==> config.mk <==
export PLATFORM = sky130hd
export DESIGN_NAME = fir_block_collector
export DESIGN_NICKNAME = d
export VERILOG_FILES = /design/src/rtl/fft_pkg.sv /design/src/rtl/s2p_bank.sv /design/src/rtl/fir_block_collector.sv
export SDC_FILE = /design/constraint.sdc
export NUM_CORES = 1
export LEC_CHECK = 0
export ABC_AREA = 1
export BUFFER_PORTS_ARGS = -buffer_cell sky130_fd_sc_hd__buf_2
export CAP_MARGIN = 10
export CORE_MARGIN = 10
export CORE_UTILIZATION = 45
export DETAILED_ROUTE_END_ITERATION = 10
export PLACE_DENSITY_LB_ADDON = 0.1
export SYNTH_ARGS = -nofsm -noshare
export SYNTH_HDL_FRONTEND = slang
export SYNTH_SLANG_ARGS = --single-unit
==> constraint.sdc <==
create_clock -name clk -period 15.19 [get_ports clk]
set_clock_uncertainty 0.1 [all_clocks]
set_input_delay 0.7595 -clock clk [delete_from_list [all_inputs] [get_ports clk]]
set_output_delay 0.7595 -clock clk [all_outputs]
set_load 0.1 [all_outputs]
==> src/rtl/fft_pkg.sv <==
// Shared constants and types for the FIR-to-FFT block path.
// Sample width, block geometry and the two-state bank status used by the collector.
package fft_pkg;
  localparam int DW         = 16;
  localparam int N          = 16;
  localparam int FRAME_BLKS = 64;
  localparam int CW         = $clog2(N);
  localparam int IW         = $clog2(FRAME_BLKS);

  typedef logic signed [DW-1:0] sample_t;

  typedef enum logic {
    EMPTY = 1'b0,
    FULL  = 1'b1
  } bank_state_t;
endpackage

==> src/rtl/s2p_bank.sv <==
// N-entry sample register bank: one slot written per enabled cycle, all slots read in parallel.
// Slot k appears at o_flat[k*DW +: DW].
module s2p_bank
  import fft_pkg::*;
(
  input  logic            clk,
  input  logic            rst,
  input  logic            i_we,
  input  logic [CW-1:0]   i_slot,
  input  logic [DW-1:0]   i_d,
  output logic [N*DW-1:0] o_flat
);

  sample_t r_mem [N];

  always_ff @(posedge clk or posedge rst) begin
    if (rst) begin
      for (int k = 0; k < N; k++) r_mem[k] <= '0;
    end else if (i_we) begin
      r_mem[i_slot] <= i_d;
    end
  end

  for (genvar k = 0; k < N; k++) begin : g_flat
    assign o_flat[k*DW +: DW] = r_mem[k];
  end

endmodule

==> src/rtl/fir_block_collector.sv <==
// Regroups the unstallable serial FIR stream into N-sample blocks using two ping-pong banks.
// Tracks block index within a frame and latches a sticky overflow when a sample is lost.
module fir_block_collector
  import fft_pkg::*;
(
  input  logic            clk,
  input  logic            rst,
  input  logic [DW-1:0]   fir_d,
  input  logic            fir_valid,
  output logic [N*DW-1:0] blk_data,
  output logic            blk_valid,
  input  logic            blk_ready,
  output logic            blk_last,
  output logic [IW-1:0]   blk_idx,
  output logic            overflow
);

  bank_state_t     r_state [2];
  logic            r_wr_bank;
  logic            r_rd_bank;
  logic [CW-1:0]   r_wr_cnt;
  logic [IW-1:0]   r_blk_idx;
  logic            r_overflow;

  logic            w_wr_full;
  logic            w_wr_en;
  logic            w_wr_last;
  logic            w_rd_full;
  logic            w_hs;
  logic [N*DW-1:0] w_flat0;
  logic [N*DW-1:0] w_flat1;

  // Writes only ever land in an EMPTY bank, so the presented FULL bank stays stable.
  assign w_wr_full = (r_state[r_wr_bank] == FULL);
  assign w_wr_en   = fir_valid & ~w_wr_full;
  assign w_wr_last = w_wr_en & (r_wr_cnt == CW'(N-1));
  assign w_rd_full = (r_state[r_rd_bank] == FULL);
  assign w_hs      = w_rd_full & blk_ready;

  s2p_bank u_bank0 (
    .clk    (clk),
    .rst    (rst),
    .i_we   (w_wr_en & ~r_wr_bank),
    .i_slot (r_wr_cnt),
    .i_d    (fir_d),
    .o_flat (w_flat0)
  );

  s2p_bank u_bank1 (
    .clk    (clk),
    .rst    (rst),
    .i_we   (w_wr_en & r_wr_bank),
    .i_slot (r_wr_cnt),
    .i_d    (fir_d),
    .o_flat (w_flat1)
  );

  // A completing write and a handshake never target the same bank, so both apply together.
  always_ff @(posedge clk or posedge rst) begin
    if (rst) begin
      r_state[0] <= EMPTY;
      r_state[1] <= EMPTY;
      r_wr_bank  <= 1'b0;
      r_rd_bank  <= 1'b0;
      r_wr_cnt   <= '0;
      r_blk_idx  <= '0;
      r_overflow <= 1'b0;
    end else begin
      if (w_wr_en) begin
        if (w_wr_last) begin
          r_wr_cnt           <= '0;
          r_state[r_wr_bank] <= FULL;
          r_wr_bank          <= ~r_wr_bank;
        end else begin
          r_wr_cnt <= r_wr_cnt + 1'b1;
        end
      end
      if (fir_valid & w_wr_full) r_overflow <= 1'b1;
      if (w_hs) begin
        r_state[r_rd_bank] <= EMPTY;
        r_rd_bank          <= ~r_rd_bank;
        r_blk_idx          <= (r_blk_idx == IW'(FRAME_BLKS-1)) ? '0 : r_blk_idx + 1'b1;
      end
    end
  end

  assign blk_valid = w_rd_full;
  assign blk_data  = r_rd_bank ? w_flat1 : w_flat0;
  assign blk_last  = w_rd_full & (r_blk_idx == IW'(FRAME_BLKS-1));
  assign blk_idx   = r_blk_idx;
  assign overflow  = r_overflow;

endmodule

==> key figures <==
Run status
  • Outcome: finished, final reports clean

Clocking
  • Worst-path clk slew: 0.06 ns
  • Post-CTS setup repair buffer count: 0
  • Post-cts gate resize count: 0
  • CTS tree: built
  • TritonCTS buffer count: 55
  • Clk_lat worst skew: 0.60 ns
  • Clk root buf: clkbuf_16
  • Clock Path Buffers: 3
  • CTS H-Tree Depth: 2
  • Clock Sinks: 527
  • Hold-fix buffers, CTS: 0

Worst hold path
  • Worst Hold Class: input pin to asynchronous set/reset pin

Route
  • Via/cell ratio: 5.23
  • DRC Markers: 0
  • Routed len/inst: 20.8 um
  • WL final: 73900 um
  • Via Count: 18600
  • ANT nets after route: 0
  • Iter 0 DRT Violations: 1835
  • Number of detailed-route iterations in the first pass: 6

Global route
  • Congestion Overflow GR: 0
  • First-pass GRT wire length: 112000 um
  • Total GRT Usage: 24.5%
  • Largest net degree at the start of global routing: 206
  • Vias in the first global route: 17700
  • Initial antenna violation count: 2

Floorplan
  • I/O pins: 285
  • # rows: 81
  • Starting density of the core: 45.8%
  • Chip Height: 244 um
  • Die width: 244 um
  • Core outline area: 49200 um^2
  • Die area: 59300 um^2

Synthesis
  • Synth cell count leaders: nand2_1 (903), dfrtp_1 (527), o21ai_0 (466)
  • Ranking of synthesized cells by area: dfrtp_1 (59%), nand2_1 (15%), o21ai_0 (10%)
  • Synth Net Count: 2699
  • Async set-reset flop share out of synthesis: 100%
  • Post-synth EDFFs: 0
  • Post-synthesis cell count: 2674
  • FF+latch count, synth: 527
  • Ys Warns: 0
  • Mapped Area: 22500 um^2
  • Cell taking the most area after synthesis: dfrtp_1
  • Netlist cell types: 28
  • Most instantiated library cell after synthesis: nand2_1
  • Syn Area/Cell: 8.41 um^2
  • Seq/Total Area, Yosys: 58.6%
  • Synth top area share: 58.6%
  • Synth Flop Type: dfrtp_1

Place
  • Port bufs: 284
  • Dpl hpwl: 47700 um
  • GPL Wtd Cong: 0.846

Timing
  • Endpoints failing hold: 0
  • RSZ-0062 raised after global routing: false
  • Fmax: 0.218 GHz
  • Max Slew Vio Count: 0
  • Measured slew at the worst slew-check pin: 1.26 ns
  • Min cycle time layout: 4.59 ns
  • Crit share post-route: 30.2%
  • Slew HR: 16.1%
  • Setup TNS Final: 0 ns
  • Final setup violating endpoints: 0

Flow run
  • MaxCap Viol Count: 0

Cells and area
  • Fill cells: 4594
  • Area growth syn-to-layout: 15.2%
  • Layout cells sized above 1: 14.9%
  • NumNets Final: 2860

Worst setup path
  • CP endpoint kind: output pin
  • Startpoint Class: flip-flop
  • WP data required: 14.33 ns
  • CP arrival: 3.73 ns
  • Max Fanout on Critical Path: 205
  • Critical path origin: r_rd_bank
  • R2r startpoint: r_state[0]
  • Crit path kind: flip-flop to output pin
[cells in the final DEF, fill, tap and decap left out, types with 14 or more instances in the layout]
cell / instances
buf_2: 284
a21oi_1: 64
dfrtp_1: 526
o21ai_1: 166
nor2_1: 82
buf_4: 22
clkbuf_8: 14
nand2_1: 903
o21ai_0: 466
inv_1: 207
clkbuf_16: 57
[critical path, stage by stage (launching register included)]
cell and delay [ns]:
dfrtp_4 0.68, inv_8 0.81, buf_4 0.82, nand2_1 0.11, o21ai_0 0.12, buf_2 0.46
[layer usage]
| layer | wire length (um) | share of wire [%] | GRT usage [%] |
|---|---|---|---|
| met5 | 0 | 0 | 0 |
| met4 | 1810 | 2.4 | 6.94 |
| met3 | 4850 | 6.6 | 3.89 |
| met2 | 34700 | 47 | 39.1 |
| met1 | 32500 | 44 | 34.0 |
[stage by stage]
stage          instances  area, um^2  setup WS (ns)  hold WS, ns  util, %
3_3_place_gp        3442       24100          11.31        0.366     48.9
5_1_grt             3546       25900          10.30        0.366     52.7
3_5_place_dp        3442       24100          11.22        0.373     48.9
4_1_cts             3544       25900          10.56        0.339     52.7
6_report            3546       25900          10.60        0.256     52.7
2_1_floorplan       2674       22500           7.17        0.353        -
[path summary, 6_finish.rpt]
check	slack, ns	depth (start not counted)	end
max	10.60	5	blk_data[170]
min	0.26	3	u_bank1.o_flat[92]
max reg2reg	12.29	4	u_bank1.o_flat[184]
min reg2reg	0.38	2	u_bank1.o_flat[46]
max in group asynchronous	12.19	5	u_bank1.o_flat[28]
min in group clk	0.37	2	overflow
[cell families after synthesis]
kind of cell	synth area share [%]
adders and majority gates	0.278
xor gates and xnor gates	0.117
buffers and inverters	7.55
AOI/OAI and AO/OA	15.6
and+or+nand+nor	17.8
DFF	58.6
[flip-flops by register name, summed over array words and instances, names as in the netlist]
signal	cells
r_state	2
r_wr_cnt	4
u_bank0.o_flat	256
blk_idx	6
overflow	1
u_bank1.o_flat	256
r_wr_bank	1
r_rd_bank	1
[final cells by class]
type,instances,area (um^2),share of cell area [%]
Sequential cell,527,13200,50.9
Clock buffer,84,1670,6.44
Clock inverter,18,179,0.691
Multi-Input combinational cell,1730,7610,29.4
Inverter,214,817,3.15
Tap cell,664,831,3.21
Timing Repair Buffer,307,1610,6.20
Antenna cell,2,5.00,0.0193
Power is left out: the tool's default activity adds up to more than one toggle a clock period on the data nets, which glitch-free logic cannot reach.
